==> config.mk <==
export PLATFORM = sky130hd
export DESIGN_NAME = pc_sequencer_flat
export DESIGN_NICKNAME = d
export VERILOG_FILES = /design/src/rtl/pc_sequencer_if.sv /design/src/rtl/pc_sequencer.sv /design/src/flat_wrapper.sv
export SDC_FILE = /design/constraint.sdc
export NUM_CORES = 1
export LEC_CHECK = 0
export ABC_AREA = 1
export CORE_MARGIN = 3
export CORE_UTILIZATION = 42
export CTS_CLUSTER_SIZE = 28
export DETAILED_ROUTE_END_ITERATION = 12
export PLACE_DENSITY = 0.81
export SLEW_MARGIN = 10
export SYNTH_ARGS = -nofsm -noshare
export SYNTH_HDL_FRONTEND = slang
export SYNTH_SLANG_ARGS = --single-unit
==> constraint.sdc <==
create_clock -name i_clock -period 1.92 [get_ports i_clock]
set_input_delay 0.576 -clock i_clock [delete_from_list [all_inputs] [get_ports i_clock]]
set_output_delay 0.576 -clock i_clock [all_outputs]
set_load 0.1 [all_outputs]
==> src/rtl/pc_sequencer_if.sv <==
// Bundle between the control/hazard unit (master) and the PC sequencer
// (slave). It carries the redirect requests into the sequencer and the
// registered PC and status pulses back out.
//
// Handshake: there is no valid/ready pair. Every request is a level that is
// sampled at each rising clock edge. The master must hold jump, call and ret
// stable for as long as i_stall is high. The slave's outputs are registers
// that are valid for the whole cycle after the edge that produced them.
interface pc_sequencer_if #(
    parameter int WIDTH = 32
);
    logic             i_stall;
    logic             i_exc_valid;
    logic [1:0]       i_jump;
    logic [WIDTH-1:0] i_jump_add;
    logic [WIDTH-1:0] i_jump_forward_add;
    logic             i_call;
    logic             i_ret;
    logic [WIDTH-1:0] o_pc;
    logic             o_redirected;
    logic             o_align_err;
    logic             o_ras_underflow;

    modport master (
        output i_stall, i_exc_valid, i_jump, i_jump_add, i_jump_forward_add,
               i_call, i_ret,
        input  o_pc, o_redirected, o_align_err, o_ras_underflow
    );

    modport slave (
        input  i_stall, i_exc_valid, i_jump, i_jump_add, i_jump_forward_add,
               i_call, i_ret,
        output o_pc, o_redirected, o_align_err, o_ras_underflow
    );
endinterface

==> src/rtl/pc_sequencer.sv <==
// Parametrised fetch-PC register. Each cycle it steps the PC by STEP or
// loads a redirect target. Redirect priority, highest first: exception,
// stall, return, jump, forward jump. Redirect targets are forced to STEP
// alignment, and a misaligned target is flagged for one cycle.
// Optional return-address stack: define macro PC_RAS_EN to enable it.
// Without it, call/ret are ignored and o_ras_underflow stays 0.
module pc_sequencer #(
    parameter int               WIDTH        = 32,
    parameter int               STEP         = 4,
    parameter logic [WIDTH-1:0] RESET_VECTOR = '0,
    parameter logic [WIDTH-1:0] EXC_VECTOR   = WIDTH'('h80),
    parameter int               RAS_DEPTH    = 4
) (
    input  logic                 i_clock,
    input  logic                 i_reset,
    pc_sequencer_if.slave        bus
);
    // STEP is a power of two, so its low bits form the alignment mask.
    localparam logic [WIDTH-1:0] ALIGN_MASK = WIDTH'(STEP - 1);
    localparam logic [WIDTH-1:0] STEP_W     = WIDTH'(STEP);

    logic [WIDTH-1:0] r_pc;
    logic             r_redirected;
    logic             r_align_err;
    logic             r_ras_underflow;

    logic [WIDTH-1:0] w_next_pc;
    logic [WIDTH-1:0] w_seq_pc;
    logic [WIDTH-1:0] w_target;
    logic             w_redirect;
    logic             w_align_err;
    logic             w_underflow;
    logic             w_push;
    logic             w_pop;

    assign w_seq_pc = r_pc + STEP_W;

`ifdef PC_RAS_EN
    localparam int PTR_W = $clog2(RAS_DEPTH);
    localparam int CNT_W = $clog2(RAS_DEPTH + 1);

    logic [WIDTH-1:0] r_ras [RAS_DEPTH];
    logic [PTR_W-1:0] r_top;
    logic [CNT_W-1:0] r_count;
    logic [PTR_W-1:0] w_top_inc;
    logic [PTR_W-1:0] w_top_dec;
    logic [WIDTH-1:0] w_top_entry;

    // The stack is circular: a push beyond full overwrites the oldest slot.
    assign w_top_inc   = (r_top == PTR_W'(RAS_DEPTH - 1)) ? '0 : r_top + PTR_W'(1);
    assign w_top_dec   = (r_top == '0) ? PTR_W'(RAS_DEPTH - 1) : r_top - PTR_W'(1);
    assign w_top_entry = r_ras[r_top];
`else
    // Without the stack, call/ret and the depth have no function.
    logic w_unused;
    assign w_unused = &{1'b0, bus.i_call, bus.i_ret, (RAS_DEPTH >= 2)};
`endif

    // Next-PC selection in priority order, with alignment and stack requests.
    always_comb begin
        w_next_pc   = r_pc;
        w_target    = '0;
        w_redirect  = 1'b0;
        w_align_err = 1'b0;
        w_underflow = 1'b0;
        w_push      = 1'b0;
        w_pop       = 1'b0;
        if (bus.i_exc_valid) begin
            w_next_pc  = EXC_VECTOR;
            w_redirect = 1'b1;
        end else if (bus.i_stall) begin
            w_next_pc = r_pc;
        end else begin
`ifdef PC_RAS_EN
            w_push = bus.i_call && (bus.i_jump != 2'b00);
            if (bus.i_ret) begin
                w_redirect = 1'b1;
                if (r_count != '0) begin
                    w_pop     = 1'b1;
                    w_next_pc = w_top_entry;
                end else begin
                    w_underflow = 1'b1;
                    w_target    = bus.i_jump_add;
                    w_align_err = |(w_target & ALIGN_MASK);
                    w_next_pc   = w_target & ~ALIGN_MASK;
                end
            end else
`endif
            if (bus.i_jump[0]) begin
                w_redirect  = 1'b1;
                w_target    = bus.i_jump_add;
                w_align_err = |(w_target & ALIGN_MASK);
                w_next_pc   = w_target & ~ALIGN_MASK;
            end else if (bus.i_jump == 2'b10) begin
                w_redirect  = 1'b1;
                w_target    = bus.i_jump_forward_add;
                w_align_err = |(w_target & ALIGN_MASK);
                w_next_pc   = w_target & ~ALIGN_MASK;
            end else begin
                w_next_pc = w_seq_pc;
            end
        end
    end

    // PC and status pulses; reset overrides every request.
    always_ff @(posedge i_clock) begin
        if (!i_reset) begin
            r_pc            <= RESET_VECTOR;
            r_redirected    <= 1'b0;
            r_align_err     <= 1'b0;
            r_ras_underflow <= 1'b0;
        end else begin
            r_pc            <= w_next_pc;
            r_redirected    <= w_redirect;
            r_align_err     <= w_align_err;
            r_ras_underflow <= w_underflow;
        end
    end

`ifdef PC_RAS_EN
    // Stack pointer and saturating occupancy. Pop-then-push keeps both as is.
    always_ff @(posedge i_clock) begin
        if (!i_reset) begin
            r_top   <= '0;
            r_count <= '0;
        end else if (w_push && !w_pop) begin
            r_top <= w_top_inc;
            if (r_count != CNT_W'(RAS_DEPTH)) begin
                r_count <= r_count + CNT_W'(1);
            end
        end else if (w_pop && !w_push) begin
            r_top   <= w_top_dec;
            r_count <= r_count - CNT_W'(1);
        end
    end

    // Stack storage: a lone push fills the next slot, pop-then-push replaces the top.
    always_ff @(posedge i_clock) begin
        if (i_reset && w_push) begin
            if (w_pop) begin
                r_ras[r_top] <= w_seq_pc;
            end else begin
                r_ras[w_top_inc] <= w_seq_pc;
            end
        end
    end
`else
    logic w_unused_stack;
    assign w_unused_stack = &{1'b0, w_push, w_pop, w_underflow};
`endif

    assign bus.o_pc            = r_pc;
    assign bus.o_redirected    = r_redirected;
    assign bus.o_align_err     = r_align_err;
    assign bus.o_ras_underflow = r_ras_underflow;
endmodule
==> src/flat_wrapper.sv <==
// flat-port wrapper written by rule: the top's interface ports become plain ports
module pc_sequencer_flat 
#(
    parameter int               WIDTH        = 32,
    parameter int               STEP         = 4,
    parameter logic [WIDTH-1:0] RESET_VECTOR = '0,
    parameter logic [WIDTH-1:0] EXC_VECTOR   = WIDTH'('h80),
    parameter int               RAS_DEPTH    = 4
)
  (i_clock, i_reset, bus_i_stall, bus_i_exc_valid, bus_i_jump, bus_i_jump_add, bus_i_jump_forward_add, bus_i_call, bus_i_ret, bus_o_pc, bus_o_redirected, bus_o_align_err, bus_o_ras_underflow);
  pc_sequencer_if #(.WIDTH(WIDTH)) bus_i ();
  input  logic i_clock;
  input  logic i_reset;
  input wire logic [$bits(bus_i.i_stall)-1:0] bus_i_stall;
  input wire logic [$bits(bus_i.i_exc_valid)-1:0] bus_i_exc_valid;
  input wire logic [$bits(bus_i.i_jump)-1:0] bus_i_jump;
  input wire logic [$bits(bus_i.i_jump_add)-1:0] bus_i_jump_add;
  input wire logic [$bits(bus_i.i_jump_forward_add)-1:0] bus_i_jump_forward_add;
  input wire logic [$bits(bus_i.i_call)-1:0] bus_i_call;
  input wire logic [$bits(bus_i.i_ret)-1:0] bus_i_ret;
  output wire logic [$bits(bus_i.o_pc)-1:0] bus_o_pc;
  output wire logic [$bits(bus_i.o_redirected)-1:0] bus_o_redirected;
  output wire logic [$bits(bus_i.o_align_err)-1:0] bus_o_align_err;
  output wire logic [$bits(bus_i.o_ras_underflow)-1:0] bus_o_ras_underflow;
  assign bus_i.i_stall = bus_i_stall;
  assign bus_i.i_exc_valid = bus_i_exc_valid;
  assign bus_i.i_jump = bus_i_jump;
  assign bus_i.i_jump_add = bus_i_jump_add;
  assign bus_i.i_jump_forward_add = bus_i_jump_forward_add;
  assign bus_i.i_call = bus_i_call;
  assign bus_i.i_ret = bus_i_ret;
  assign bus_o_pc = bus_i.o_pc;
  assign bus_o_redirected = bus_i.o_redirected;
  assign bus_o_align_err = bus_i.o_align_err;
  assign bus_o_ras_underflow = bus_i.o_ras_underflow;
  pc_sequencer #(.WIDTH(WIDTH), .STEP(STEP), .RESET_VECTOR(RESET_VECTOR), .EXC_VECTOR(EXC_VECTOR), .RAS_DEPTH(RAS_DEPTH)) u_core (.i_clock(i_clock), .i_reset(i_reset), .bus(bus_i));
endmodule
==> impl_metrics.tcl <==
set metrics [dict create \
    synth_top_family_by_area "simple AND/OR/NAND/NOR gates" \
    r2r_slack_ps 200 \
    yosys.area_share.xor_xnor 0.04057 \
    tns_ps 0 \
    initial_utilization 0.4506 \
    async_flop_share 0 \
    cts_root_buf "clkbuf_8" \
    drt-pass1-iter-count 6 \
    cts_buffer_depth 2 \
    insertion_delay_ps 290 \
    numCtsBuffers 5 \
    synthFlopType "dfxtp_1" \
    p_clk_frac 0.259 \
    cts_hold_buf 0 \
    synth-adder-area-share 0.005269 \
    rows 26 \
    skew_ps 5.428 \
    hold_ws_ps 484.4 \
    final_max_slew_viol_count 0 \
    p_switching_mw 0.6896 \
    synth.most_common_cell "nand2_1" \
    rsz0062_at_grt "no" \
    power_frac_comb 0.341 \
    peakVddDrop_uv 378.1 \
    ys_ff_latch 34 \
    syn_area_per_cell_um2 6.074 \
    dp_slack_ps -150.0 \
    cp_data_required_time_ps 2090 \
    cts_tree "done" \
    cp-start-kind "input pin" \
    boundaryPins 107 \
    yosys.cell_types.count 25 \
    h-tree-depth 2 \
    ant_nets 0 \
    wire_per_inst_um 15.21 \
    viasPerCell 5.475 \
    path_clk_slew_ps 70 \
    cellPowerDensity_mw_per_mm2 497.0 \
    area.growth.synth_to_final_pct 68.18 \
    die_h_um 81.20 \
    sw_frac_of_total 0.3474 \
    cap_violations 0 \
    seq_area_um2 696.9 \
    fin_ws_ps 134.6 \
    hp-class "reg -> reg" \
    internal_power_mw 1.295 \
    hold_viol_final 0 \
    dieArea_mm2 0.006593 \
    worst_r2r_path_depth 7 \
    fin_crit_sh 0.9299 \
    fp.dieW_um 81.20 \
    synth-edff-count 0 \
    postCtsSetupRepairBufs 0 \
    synth-compound-area-share 0.2355 \
    cp_max_fo 17 \
    clock_sinks 34 \
    synth_top_area_frac 0.2866 \
    netlist_top_cells_count "126 x nand2_1, 52 x nor2_1, 34 x dfxtp_1, 30 x o21ai_0, 28 x a21oi_1" \
    reg2reg_to "u_core.bus.o_pc[16]$_SDFFE_PP0N_" \
    post-route-min-period_ps 1785 \
    synthSimpleGateAreaFrac 0.3551 \
    cts_resized 0 \
    drive_gt1_frac 0.1472 \
    synthMuxAreaShare 0 \
    n_antenna_cell 0 \
    place.gp.congestion 0.9247 \
    multi_input_area_mm2 0.001518 \
    synthTopCellsByArea "dfxtp_1 29%, nand2_1 20%, a221oi_1 8.5%" \
    grt_usage 0.2730 \
    layout.nets 569 \
    synth_cells 391 \
    p_leak_nw 1.461 \
    coreArea_mm2 0.005270 \
    arrival_ps 1950 \
    yosys.area.top_type "dfxtp_1" \
    netlist_area_mm2 0.002375 \
    port_buffers 103 \
    cp-end-kind "register" \
    power_frac_seq 0.400 \
    placed_cell_area_mm2 0.003918 \
    syn_nets 464 \
    drc 0 \
    rr_startpoint "u_core.bus.o_pc[3]$_SDFFE_PP0N_" \
    clock.fmax_ghz 0.5601 \
    grt_pass1_wl_um 14090 \
    setup_violations 0 \
    finalNonFillerCells 566 \
    yosysSeqAreaShare 0.2866 \
    antenna_found_initial 0 \
    gr-total-overflow 0 \
    dp.final_hpwl_um 7050 \
    fillers 414 \
    vias 3099 \
    startpoint "bus_i_jump[0]" \
    path_class "in -> reg" \
    routed_wl_um 8609 \
    yosysWarnings 0 \
    grt_max_degree 21 \
    outcome "completed" \
    final_area_mm2 0.003994 \
    place_inst 559 \
    endpoint "u_core.bus.o_pc[5]$_SDFFE_PP0N_" \
    grt_pass1_vias 2955 \
    drtIter0Drc 204 \
]
## worst min path at each step
| stage | startpoint | to | depth (start not counted) | slack (ps) |
|---|---|---|---|---|
| finish | u_core.bus.o_pc[0]$_SDFFE_PP0N_ | u_core.bus.o_pc[0]$_SDFFE_PP0N_ | 2 | 480 |
| global route | u_core.bus.o_pc[1]$_SDFFE_PP0N_ | u_core.bus.o_pc[1]$_SDFFE_PP0N_ | 2 | 510 |
| global placement | u_core.bus.o_pc[0]$_SDFFE_PP0N_ | u_core.bus.o_pc[0]$_SDFFE_PP0N_ | 2 | 470 |
| floorplan | bus_i_exc_valid | u_core.bus.o_redirected$_SDFF_PN0_ | 2 | 700 |
| CTS | u_core.bus.o_pc[0]$_SDFFE_PP0N_ | u_core.bus.o_pc[0]$_SDFFE_PP0N_ | 2 | 490 |
| detailed placement | u_core.bus.o_pc[0]$_SDFFE_PP0N_ | u_core.bus.o_pc[0]$_SDFFE_PP0N_ | 2 | 480 |
## power groups by stage
stage	registers (mW)	clock network (mW)	logic [mW]
4_1_cts	0.793	0.512	0.679
3_5_place_dp	0.809	0	0.678
2_1_floorplan	0.992	0	0.149
3_3_place_gp	0.807	0	0.666
5_1_grt	0.800	0.541	0.715
6_report	0.794	0.514	0.677
## area by class of cell
class	instances	area share
inverter	27	0.02538
sequential	34	0.1745
clock buffer	7	0.01911
tap	70	0.02193
multi-input combinational	311	0.3800
timing repair buffer	117	0.3791
## stage by stage
step           total power [mW]    util
2_1_floorplan             1.142       -
3_3_place_gp              1.473  0.7434
3_5_place_dp              1.487  0.7434
4_1_cts                   1.984  0.7578
5_1_grt                   2.055  0.7578
6_report                  1.985  0.7578
## placed cells by master, fill, tap and decap left out, drive strengths merged
master           n
inv             27
a41oi            2
clkdlybuf4s50   69
ha               1
buf             48
nand3           21
xnor2            5
nor2            56
conb             1
a21oi           28
or2              1
dfxtp           34
xor2             6
a31oi            2
nand3b           3
o211ai           4
o21bai           1
nand2          127
o21ai           30
clkbuf           7
a221oi          23
## registers in the layout (all words and copies together) (netlist names)
name,count
u_core.bus.o_redirected,1
u_core.bus.o_align_err,1
u_core.bus.o_pc,32
## critical path, stage by stage
cell and delay, ps:
clkdlybuf4s50_1 500, buf_4 240, nor2_2 90, nor2_1 220
inv_1 120, o211ai_1 110, a31oi_1 100
## layer usage
layer	global-route usage	wire length (µm)
met5	0	0
met4	0.06250	88
met3	0.05987	760
met2	0.4729	4267
met1	0.3446	3493
## kinds of logic after synthesis
logic type | Yosys count
AND/OR/NAND/NOR | 208
flip-flops | 34
adder cells (fa/ha/maj) | 1
buffers and inverters | 46
other | 1
AO/OA/AOI/OAI | 90
XOR/XNOR | 11
Power figures use the tool's default switching activity.
